<file path="config.mk">
export PLATFORM = sky130hd
export DESIGN_NAME = prod_accum_int64
export DESIGN_NICKNAME = d
export VERILOG_FILES = /design/src/rtl/prod_accum_pkg.sv /design/src/rtl/accum_datapath.sv /design/src/rtl/adder_nbit.sv /design/src/rtl/prod_accum_int64.sv
export SDC_FILE = /design/constraint.sdc
export NUM_CORES = 1
export LEC_CHECK = 0
export CAP_MARGIN = 20
export CORE_UTILIZATION = 30
export DETAILED_ROUTE_END_ITERATION = 10
export PLACE_DENSITY_LB_ADDON = 0.15
export SLEW_MARGIN = 5
export SYNTH_ARGS = -nofsm -noshare
export SYNTH_HDL_FRONTEND = slang
export SYNTH_SLANG_ARGS = --single-unit
</file>
<file path="constraint.sdc">
create_clock -name clk -period 4.6 [get_ports clk]
set_input_delay 0.69 -clock clk [delete_from_list [all_inputs] [get_ports clk]]
set_output_delay 0.69 -clock clk [all_outputs]
set_load 0.05 [all_outputs]
</file>
<file path="src/rtl/prod_accum_pkg.sv">
`default_nettype none
// ============================================================================
// Module      : prod_accum_pkg
// Description : Shared types and constants for the product accumulator.
//               state_t : controller states (IDLE / ACCUM / DONE), 2 bits.
//               ACC_RESET : clear value for the accumulator (all zeros),
//                           wide enough to be sliced to any WIDTH <= 128.
// Revision    : 1.0 - initial release
// ============================================================================
package prod_accum_pkg;

  typedef enum logic [1:0] {
    IDLE  = 2'd0,
    ACCUM = 2'd1,
    DONE  = 2'd2
  } state_t;

  localparam logic [127:0] ACC_RESET = '0;

endpackage : prod_accum_pkg
`default_nettype wire

</file>
<file path="src/rtl/accum_datapath.sv">
`default_nettype none
// ============================================================================
// Module      : accum_datapath
// Description : WIDTH-bit accumulator register plus sticky unsigned carry flag.
//   clk, rst  : clock, asynchronous active-high reset
//   clr       : zero the accumulator and carry flag (priority over en)
//   en        : add in_data into the accumulator this cycle
//   in_data   : addend
//   sum_next  : acc + in_data (value acc takes when en is high)
//   ovf_next  : ovf | carry   (value ovf takes when en is high)
// Revision    : 1.0 - initial release
// ============================================================================
module accum_datapath
  import prod_accum_pkg::*;
#(
  parameter int WIDTH = 64
) (
  input  logic             clk,
  input  logic             rst,
  input  logic             clr,
  input  logic             en,
  input  logic [WIDTH-1:0] in_data,
  output logic [WIDTH-1:0] sum_next,
  output logic             ovf_next
);

  logic [WIDTH-1:0] r_acc;
  logic             r_ovf;
  logic [WIDTH-1:0] w_sum;
  logic             w_cout;

  adder_nbit #(
    .WIDTH (WIDTH)
  ) u_adder (
    .a    (r_acc),
    .b    (in_data),
    .cin  (1'b0),
    .sum  (w_sum),
    .cout (w_cout)
  );

  assign sum_next = w_sum;
  assign ovf_next = r_ovf | w_cout;

  always_ff @(posedge clk or posedge rst) begin
    if (rst) begin
      r_acc <= ACC_RESET[WIDTH-1:0];
      r_ovf <= 1'b0;
    end else if (clr) begin
      r_acc <= ACC_RESET[WIDTH-1:0];
      r_ovf <= 1'b0;
    end else if (en) begin
      r_acc <= w_sum;
      r_ovf <= ovf_next;
    end
  end

endmodule : accum_datapath
`default_nettype wire

</file>
<file path="src/rtl/adder_nbit.sv">
`default_nettype none
// ============================================================================
// Module      : adder_nbit
// Description : Unsigned WIDTH-bit ripple/inferred adder with carry in/out.
//   a, b  : operands (WIDTH)
//   cin   : carry in
//   sum   : a + b + cin truncated to WIDTH
//   cout  : carry out of the top bit
// Revision    : 1.0 - initial release
// ============================================================================
module adder_nbit #(
  parameter int WIDTH = 64
) (
  input  logic [WIDTH-1:0] a,
  input  logic [WIDTH-1:0] b,
  input  logic             cin,
  output logic [WIDTH-1:0] sum,
  output logic             cout
);

  assign {cout, sum} = {1'b0, a} + {1'b0, b} + {{WIDTH{1'b0}}, cin};

endmodule : adder_nbit
`default_nettype wire

</file>
<file path="src/rtl/prod_accum_int64.sv">
`default_nettype none
// ============================================================================
// Module      : prod_accum_int64
// Description : Dot-product accumulator for the 64-bit multiplier product
//               stream. A job of len products is summed modulo 2^WIDTH and
//               returned on a valid/ready output with a sticky carry flag.
//   clk, rst            : clock, asynchronous active-high reset
//   start, len          : job request (sampled in IDLE only), product count
//   busy                : state != IDLE
//   in_valid/in_ready   : product handshake, in_data = product
//   out_valid/out_ready : result handshake
//   out_sum, out_ovf    : result and unsigned carry flag; hold last values
// Revision    : 1.0 - initial release
// ============================================================================
module prod_accum_int64
  import prod_accum_pkg::*;
#(
  parameter int WIDTH = 64,
  parameter int LEN_W = 16
) (
  input  logic             clk,
  input  logic             rst,
  input  logic             start,
  input  logic [LEN_W-1:0] len,
  output logic             busy,
  input  logic             in_valid,
  output logic             in_ready,
  input  logic [WIDTH-1:0] in_data,
  output logic             out_valid,
  input  logic             out_ready,
  output logic [WIDTH-1:0] out_sum,
  output logic             out_ovf
);

  state_t           r_state;
  state_t           w_state_next;
  logic [LEN_W-1:0] r_cnt;
  logic [WIDTH-1:0] r_out_sum;
  logic             r_out_ovf;

  logic             w_hs;
  logic             w_last;
  logic             w_clr;
  logic             w_len_zero;
  logic [WIDTH-1:0] w_sum_next;
  logic             w_ovf_next;

  // in_ready comes purely from the state register, so the handshake has no
  // combinational path from in_valid back to in_ready.
  assign in_ready   = (r_state == ACCUM);
  assign out_valid  = (r_state == DONE);
  assign busy       = (r_state != IDLE);

  assign w_hs       = in_valid && in_ready;
  assign w_last     = w_hs && (r_cnt == LEN_W'(1));
  assign w_clr      = (r_state == IDLE) && start;
  assign w_len_zero = (len == '0);

  accum_datapath #(
    .WIDTH (WIDTH)
  ) u_datapath (
    .clk      (clk),
    .rst      (rst),
    .clr      (w_clr),
    .en       (w_hs),
    .in_data  (in_data),
    .sum_next (w_sum_next),
    .ovf_next (w_ovf_next)
  );

  always_ff @(posedge clk or posedge rst) begin
    if (rst) begin
      r_state <= IDLE;
    end else begin
      r_state <= w_state_next;
    end
  end

  always_comb begin
    w_state_next = r_state;
    case (r_state)
      IDLE: begin
        if (start) begin
          w_state_next = w_len_zero ? DONE : ACCUM;
        end
      end
      ACCUM: begin
        if (w_last) begin
          w_state_next = DONE;
        end
      end
      DONE: begin
        if (out_ready) begin
          w_state_next = IDLE;
        end
      end
      default: w_state_next = IDLE;
    endcase
  end

  // Remaining-product down-counter; only loaded in IDLE, so start during a
  // job cannot disturb it.
  always_ff @(posedge clk or posedge rst) begin
    if (rst) begin
      r_cnt <= '0;
    end else if (w_clr && !w_len_zero) begin
      r_cnt <= len;
    end else if (w_hs) begin
      r_cnt <= r_cnt - LEN_W'(1);
    end
  end

  // Result registers are loaded only on entry to DONE. The accumulator is
  // cleared at job start, so presenting it directly would not hold the
  // previous result while out_valid is low.
  always_ff @(posedge clk or posedge rst) begin
    if (rst) begin
      r_out_sum <= ACC_RESET[WIDTH-1:0];
      r_out_ovf <= 1'b0;
    end else if (w_last) begin
      r_out_sum <= w_sum_next;
      r_out_ovf <= w_ovf_next;
    end else if (w_clr && w_len_zero) begin
      r_out_sum <= ACC_RESET[WIDTH-1:0];
      r_out_ovf <= 1'b0;
    end
  end

  assign out_sum = r_out_sum;
  assign out_ovf = r_out_ovf;

endmodule : prod_accum_int64
`default_nettype wire

</file>
After elaboration in Yosys (flattened, before gate mapping)
Cells that the tools add are included.
{"block": "op_classes", "add_sub_neg": 2, "eq_ne": 6, "muxes": 15, "bitwise": 1, "n_reduce_logical": 13}
{"op": "64-bit two-way mux", "n": 4}
{"op": "64-bit by 64-bit adder with 65-bit output", "n": 1}
{"op": "16-bit two-way mux", "n": 2}
{"op": "16-bit by 1-bit == test with 1-bit output, second input constant", "n": 1}
{"op": "16-bit zero test", "n": 1}
{"op": "16-bit by 1-bit subtractor with 16-bit output, second input constant", "n": 1}
{"op": "2-bit two-way mux", "n": 4}
{"op": "2-bit nonzero test", "n": 4}
{"op": "2-bit one-hot mux with 3 select lines", "n": 1}
{"op": "1-bit logical AND", "n": 5}
{"op": "1-bit two-way mux", "n": 4}
{"op": "2-bit by 1-bit != test with 1-bit output, second input constant", "n": 2}
{"op": "3-bit AND reduction", "n": 1}
{"op": "2-bit by 1-bit == test with 1-bit output, second input constant", "n": 1}
{"op": "2-bit == test, second input constant", "n": 1}
{"op": "2-bit zero test", "n": 1}
{"op": "2-bit != test, second input constant", "n": 1}
{"op": "1-bit zero test", "n": 1}
{"op": "1-bit bitwise OR", "n": 1}
{"block": "totals", "regBits": 148, "in_bits": 85, "output_inout_bits": 68, "word_cells": 43}

Logic depth before layout (Yosys ltp)
Gate-level depths: netlist of the first run.
{"block": "depth", "word_depth": 5, "depth_mapped": 13, "ltp_nobuf": 13}

Hierarchy
Synthesis of the first run repeated with hierarchy kept, for this count alone.
{"block": "unflattened", "cells_unflattened": 1018, "area_unflattened_um2": 9813.2}
{"module": "adder_nbit", "instances": 1, "cells_each": 540, "area_per_inst_um2": 3786.1, "seq_area_each_um2": 0.0}
{"module": "prod_accum_int64", "instances": 1, "cells_each": 266, "area_per_inst_um2": 3375.7, "seq_area_each_um2": 2077.0}
{"module": "accum_datapath", "instances": 1, "cells_each": 212, "area_per_inst_um2": 2651.3, "seq_area_each_um2": 1626.6}

Least setup slack after synthesis of the first run
No wires, ideal clock.
{"block": "synth_path", "path_kind": "input to register", "startpoint": "input in_data[0]", "endpoint": "register r_out_sum[40] (netlist: out_sum[40])", "setup_ps": 121, "arrival_time_ps": 3124, "t_required_ps": 4479, "slack_ps": 1355, "cell_stages": 13, "path_buffers": 0, "path_cell_list": "ha_1 inv_1 fa_1 nand2b_1 a21o_1 a21oi_2 and3_4 nor3_2 o41ai_4 a21oi_2 o31ai_2 xor2_1 a22o_1"}
{"block": "synth_between", "elab_chain_cells": 2}
{"element": "start: declaration", "line_no": "prod_accum_int64.sv:28", "text": "input logic [WIDTH-1:0] in_data,"}
{"element": "64-bit by 64-bit adder with 65-bit output", "line_no": "adder_nbit.sv:21", "text": "assign {cout, sum} = {1'b0, a} + {1'b0, b} + {{WIDTH{1'b0}}, cin};"}
{"element": "64-bit two-way mux", "line_no": "prod_accum_int64.sv:120", "text": "end else if (w_last) begin"}
{"element": "end signal: assignment", "line_no": "prod_accum_int64.sv:118", "text": "r_out_sum <= ACC_RESET[WIDTH-1:0];"}
{"element": "end signal: assignment", "line_no": "prod_accum_int64.sv:121", "text": "r_out_sum <= w_sum_next;"}
{"element": "end signal: assignment", "line_no": "prod_accum_int64.sv:124", "text": "r_out_sum <= ACC_RESET[WIDTH-1:0];"}
{"element": "end: declaration", "line_no": "prod_accum_int64.sv:38", "text": "logic [WIDTH-1:0] r_out_sum;"}
No other way between the ends.
A chain may end at the register's enable or synchronous reset.

Final worst setup path of the first run
{"block": "layout_path", "startpoint": "input in_data[0]", "endpoint": "register r_out_sum[58] (netlist: out_sum[58])"}
The elaborated chain is that of the path after synthesis.

==> results of run 1 <==
==> cells in the final DEF, fill, tap and decap left out, drive strengths merged, types with 4 or more instances in the layout <==
master / n
a22o: 113
nand2b: 9
nand2: 93
o21ai: 66
a221oi: 4
a21oi: 88
nor3: 14
or2: 4
o31ai: 4
o21a: 10
clkdlybuf4s50: 152
nand4: 28
a221o: 4
and2: 6
nand3: 15
ha: 66
xor2: 25
nor2: 59
and3: 6
clkinvlp: 5
a21o: 29
buf: 7
a31oi: 7
nor2b: 8
o211ai: 13
o21bai: 11
xnor2: 42
dfrtp: 148
clkbuf: 19
inv: 29
nor4: 12
o41ai: 4
==> worst paths after layout <==
check,start,cells after the start,to
worst min-delay path,out_sum[8],2,out_sum[8]
worst max register to register,u_datapath.r_acc[0],13,out_sum[58]
worst max-delay path,in_data[0],14,out_sum[58]
min in group asynchronous,rst,3,out_sum[18]
worst min register to register,out_sum[8],2,out_sum[8]
max in group asynchronous,rst,3,u_datapath.r_acc[21]
==> critical path, cell delays in order <==
cell,delay (ns)
clkdlybuf4s50_1,0.46
ha_1,0.16
inv_1,0.06
fa_1,0.39
nand2b_1,0.18
a21o_1,0.19
a21oi_2,0.23
a2111o_1,0.24
nand4_1,0.19
a2111oi_2,0.52
nor2_1,0.17
o21bai_1,0.20
xor2_1,0.22
a22o_1,0.18
==> metal layers <==
metal	GRT usage, %	up-vias	wire length (um)
met5	0	-	0
met4	4.10	0	303
met3	3.42	20	1350
met2	29.0	205	13100
met1	26.3	4070	14600
li1	-	4041	-
==> layout make-up <==
| type | instances | area share (%) |
|---|---|---|
| clock buffer | 19 | 3.60 |
| timing repair buffer | 159 | 13.4 |
| inverter | 26 | 0.844 |
| tap | 396 | 4.13 |
| sequential | 148 | 30.8 |
| multi-input combinational | 780 | 45.9 |
| clock inverter | 13 | 1.26 |
==> flip-flops by register name, indices dropped and copies added (netlist names) <==
signal            cells
u_datapath.r_ovf      1
out_ovf               1
r_cnt                16
u_datapath.r_acc     64
r_state               2
out_sum              64
==> power by group through the flow <==
stage	Sequential, uW	Clock, uW	Combinational, uW
after global placement	1950	0	4120
after CTS	1930	1480	4150
after global routing	1990	1530	4620
final	1940	1450	4130
after floorplan	1920	0	3110
after detailed placement	1950	0	4130
==> logic make-up after synthesis <==
logic type | count (synthesis) | synth area share, %
AO/OA/AOI/OAI | 382 | 29.0
AND/OR/NAND/NOR | 264 | 13.7
flip-flops | 148 | 39.0
buffers and inverters | 78 | 3.33
XOR/XNOR | 67 | 6.17
adder cells (fa/ha/maj) | 67 | 8.90
==> metrics by stage <==
step                      power [uW]  instance area, um^2  cells  hold slack, ns
after floorplan                 5040                 9510   1006           0.454
after global placement          6070                11400   1509           0.469
after detailed placement        6070                11400   1509           0.480
after CTS                       7560                12000   1541           0.495
after global routing            8140                12000   1541           0.517
final                           7520                12000   1541           0.487
==> metrics, run 1 <==
PortBufs 152; crit-path max FO 4; Die Wd 180 um; vias 8,336; Synth top area share 39.0%; cts-stage hold buffer count 0; worst slew pin tran 1.04 ns; crit path time final 3.70 ns; Internal 4160 uW; synth unique cells 74; Reg power frac 25.8%; area delta synth->final 26.3%; CP startpoint kind input port; share of synthesized registers carrying an async set or reset 100%; post_cts resized 0; WP data arrival 4.07 ns; slew margin rel. 30.1%; Post-Syn Instances 1,006; All-Layer GR Usage 18.5%; drt total wl 29.3 mm; switching part of the total 44.7%; Vias per Instance 5.41; worst skew pair latency 0.43 ns; P_leak 0.00521 uW; initial antenna violation count 0; core box area 0.0309 mm^2; diodes inserted 0; DRT Pass-1 Iters 5; Fin Setup TNS 0 ns; I/O Pins 153; R2R setup slack 1.27 ns; Num CTS Buffers 17; main area contributors after synthesis dfrtp_1 39%, a22o_1 10%, ha_1 8.7%; Die Y 180 um; Setup-failing EPs final 0; Yosys warnings 0; CP required 4.97 ns; DPL Wire Length 21.3 mm; WL per Instance 19.0 um; count leader, synth dfrtp_1; FMAX 270 MHz; endpoints failing hold 0; # clock sinks 148; Pwr Density 626 mW/mm^2; post-CTS setup buffer count 0; synthesized cell area 0.00951 mm^2; Final Max Tran Viols 0; footprint of the multi-input gates 0.00551 mm^2; vias in the first global route 8,329; Logic pwr share 54.9%; syn avg cell area 9.45 um^2; pre-CTS setup slack 0.511 ns; main flop type after synthesis dfrtp_1; Post-synth EDFFs 0; htree depth 4; Die Area 0.0324 mm^2; RSZ-0062 raised after global routing no; status finished, final reports clean; share of cells above drive strength 1 6.03%; Nets 1,284; Fillers 3,114; final setup margin 0.899 ns; sequential share of the synthesized area 39.0%; cell type with the largest total area after synthesis dfrtp_1; Syn Nets 1,158; row count 64; # DRC 0; initial detailed-routing violation count 527; largest net degree at the start of global routing 149; max-cap check violation count 0; synth cell count leaders 148 x dfrtp_1, 113 x a22o_1, 93 x nand2_1; CTS tree built; Longest Clk Path Bufs 2; Sw Pwr 3360 uW; Initial Util 30.8%; crit share post-route 80.5%; worst hold path class flop to flop; Clock transition at path regs 0.08 ns; Register Area 0.00370 mm^2; kind of critical path input port to flop; Synth Register Bits 148; Peak VDD IR 0.240 mV; remaining antenna violation count 0; Layout Skew 0.0137 ns; crit end category flop; CTS Root Cell clkbuf_16; total gr overflow 0; Clock Power Share 19.3%; Placer Congestion 0.863; global-route wire length before repair 47.3 mm; Layout Utilization 38.9%
(Power assumes the default switching activity.)
==> run 2, diff against run 1 <==
==> constraint.sdc (replaced) <==
create_clock -name clk -period 3.1 [get_ports clk]
set_input_delay 0.465 -clock clk [delete_from_list [all_inputs] [get_ports clk]]
set_output_delay 0.465 -clock clk [all_outputs]
set_load 0.05 [all_outputs]
==> metrics, run 2 (synthesized netlist as in run 1, its figures left out) <==
Pwr Density 960 mW/mm^2; core box area 0.0309 mm^2; commonest non-fill, non-tap cell in the layout buf_4; initial antenna violation count 0; Die Y 180 um; Final Max Tran Viols 0; Peak VDD IR 0.455 mV; max-cap check violation count 0; DPL Wire Length 24.1 mm; Sw Pwr 5620 uW; crit path time final 3.15 ns; total power 13,600 uW; Final Instance Count excl. Fillers 1,763; global route hottest layer met2; Clock transition at path regs 0.06 ns; CTS tree built; crit share post-route 102%; area delta synth->final 49.2%; Buf/Inv on CP 4; most numerous cell on the critical path buf_4; largest net degree at the start of global routing 60; R2R setup slack -0.04 ns; RR Endpoint out_sum[58]; Die Area 0.0324 mm^2; drt total wl 32.1 mm; WP data arrival 3.53 ns; Worst Reg-to-Reg Cells 14; slowest stage cell on the critical path clkdlybuf4s50_1; CP required 3.48 ns; # DRC 0; Placed Instance Area 0.0130 mm^2; WL per Instance 18.2 um; I/O Pins 153; Stages on worst setup path 15; vias in the first global route 9,182; CP delay by family, top compound AO/OA/AOI/OAI gates; # clock sinks 148; PortBufs 152; Finished Cell Area 0.0142 mm^2; global-route wire length before repair 51.2 mm; kind of critical path input port to flop; Internal 8000 uW; worst hold path class input port to asynchronous set/reset pin; crit-path max cell delay 0.43 ns; status finished, violations left; worst skew pair latency 0.45 ns; Longest Clk Path Bufs 2; cts-stage hold buffer count 0; slew margin rel. 56.1%; Initial Util 30.8%; Critical Path Sink out_sum[58]; vias 9,098; GR Util met2 33.0%; CTS Root Cell clkbuf_16; diodes inserted 0; met1 Track Usage GR 27.3%; Hold WS 0.265 ns; Placer Congestion 0.858; Clock Power Share 16.4%; Placed Cells 1,715; Die Wd 180 um; failing checks negative setup slack; Vias per Instance 5.16; row count 64; CP startpoint kind input port; htree depth 4; CP startpoint in_data[30]; endpoints failing hold 0; Setup-failing EPs final 6; worst slew pin tran 0.658 ns; Fin Setup TNS -0.157 ns; switching part of the total 41.3%; share of cells above drive strength 1 25.6%; total gr overflow 0; RSZ-0062 raised after global routing yes; remaining antenna violation count 0; Nets 1,506; FMAX 317 MHz; CP Cell Sequence clkdlybuf4s50_1, ha_1, buf_4, nand4_1, nor2_1, a22oi_1, a211oi_2, buf_4, o41ai_4, a2111oi_4, buf_4, nor2_4, o21bai_1, xor2_1, a22o_1; crit-path max FO 5; most frequent cells in the layout 226 x buf_4, 148 x dfrtp_1, 145 x clkdlybuf4s50_1; Reg power frac 21.4%; Logic pwr share 62.2%; met3 Use GR 3.68%; DRT Pass-1 Iters 5; All-Layer GR Usage 20.0%; Layout Skew 0.0158 ns; P_leak 0.00640 uW; crit end category flop; initial detailed-routing violation count 471; Num CTS Buffers 17; worst r2r src u_datapath.r_acc[0]; final setup margin -0.0496 ns
## run 2: cell types whose count changed in the layout (fill, tap and decap cells not counted), sizes merged, moves of 2 or more
cell and delta:
buf +222, clkdlybuf4s50 -7, dlymetal6s2s +4, dlygate4sd2 +3
inv -3, clkbuf +2
## run 2: power by group through the flow
stage | Sequential [uW] | Clock [uW] | Combinational [uW]
after floorplan | 2860 | 0 | 4620
after global placement | 2900 | 0 | 7770
after detailed placement | 2900 | 0 | 7810
after CTS | 2880 | 2290 | 8060
after global routing | 3000 | 2360 | 9300
final | 2920 | 2230 | 8480
## run 2: per-layer routing
layer | vias up | wire length [um]
met4 | 0 | 342
met1 | 4444 | 15300
li1 | 4471 | -
met5 | - | 0
met3 | 21 | 1160
met2 | 162 | 15300
## run 2: final cells by class
type	instances	area (um^2)
flip-flops and latches	148	3700
well taps	396	495
fillers	2941	16700
multi-input cells	780	6000
clock buffers	21	460
repair buffers	381	3280
clock inverters	11	151
inverters	26	101
## run 2: metrics by stage
step                util (%)  setup WS [ns]
CTS                     44.5        -0.0817
detailed placement      41.9         -0.797
finish                  45.9        -0.0496
global route            45.9         -0.237
global placement        41.9         -0.751
floorplan                  -         0.0798
## run 2: worst min-delay path by stage
stage / start / end / slack, ns / cells past startpoint
final: rst / out_sum[18] / 0.27 / 2
after global routing: rst / out_sum[18] / 0.26 / 2
after CTS: rst / out_sum[18] / 0.25 / 2
after detailed placement: out_sum[1] / out_sum[1] / 0.48 / 2
after global placement: u_datapath.r_acc[8] / u_datapath.r_acc[8] / 0.47 / 2
after floorplan: u_datapath.r_acc[2] / u_datapath.r_acc[2] / 0.45 / 2
## run 2: what timing repair did
action | in CTS | in global routing
resized for setup | 32 | 60
pin swaps | 29 | 39
endpoints found under the setup margin | 56 | 56
setup buffers | 7 | 9
## run 2: worst reg2reg max path: stages (launching register included)
cell and delay [ns]:
dfrtp_1 0.35, ha_2 0.19, inv_2 0.04, fa_2 0.33
nand2b_4 0.15, a21o_1 0.17, a21oi_2 0.18, a2111o_1 0.21
nand4_1 0.21, a2111oi_4 0.43, buf_4 0.19, nor2_4 0.05
o21bai_1 0.19, xor2_1 0.22, a22o_1 0.17
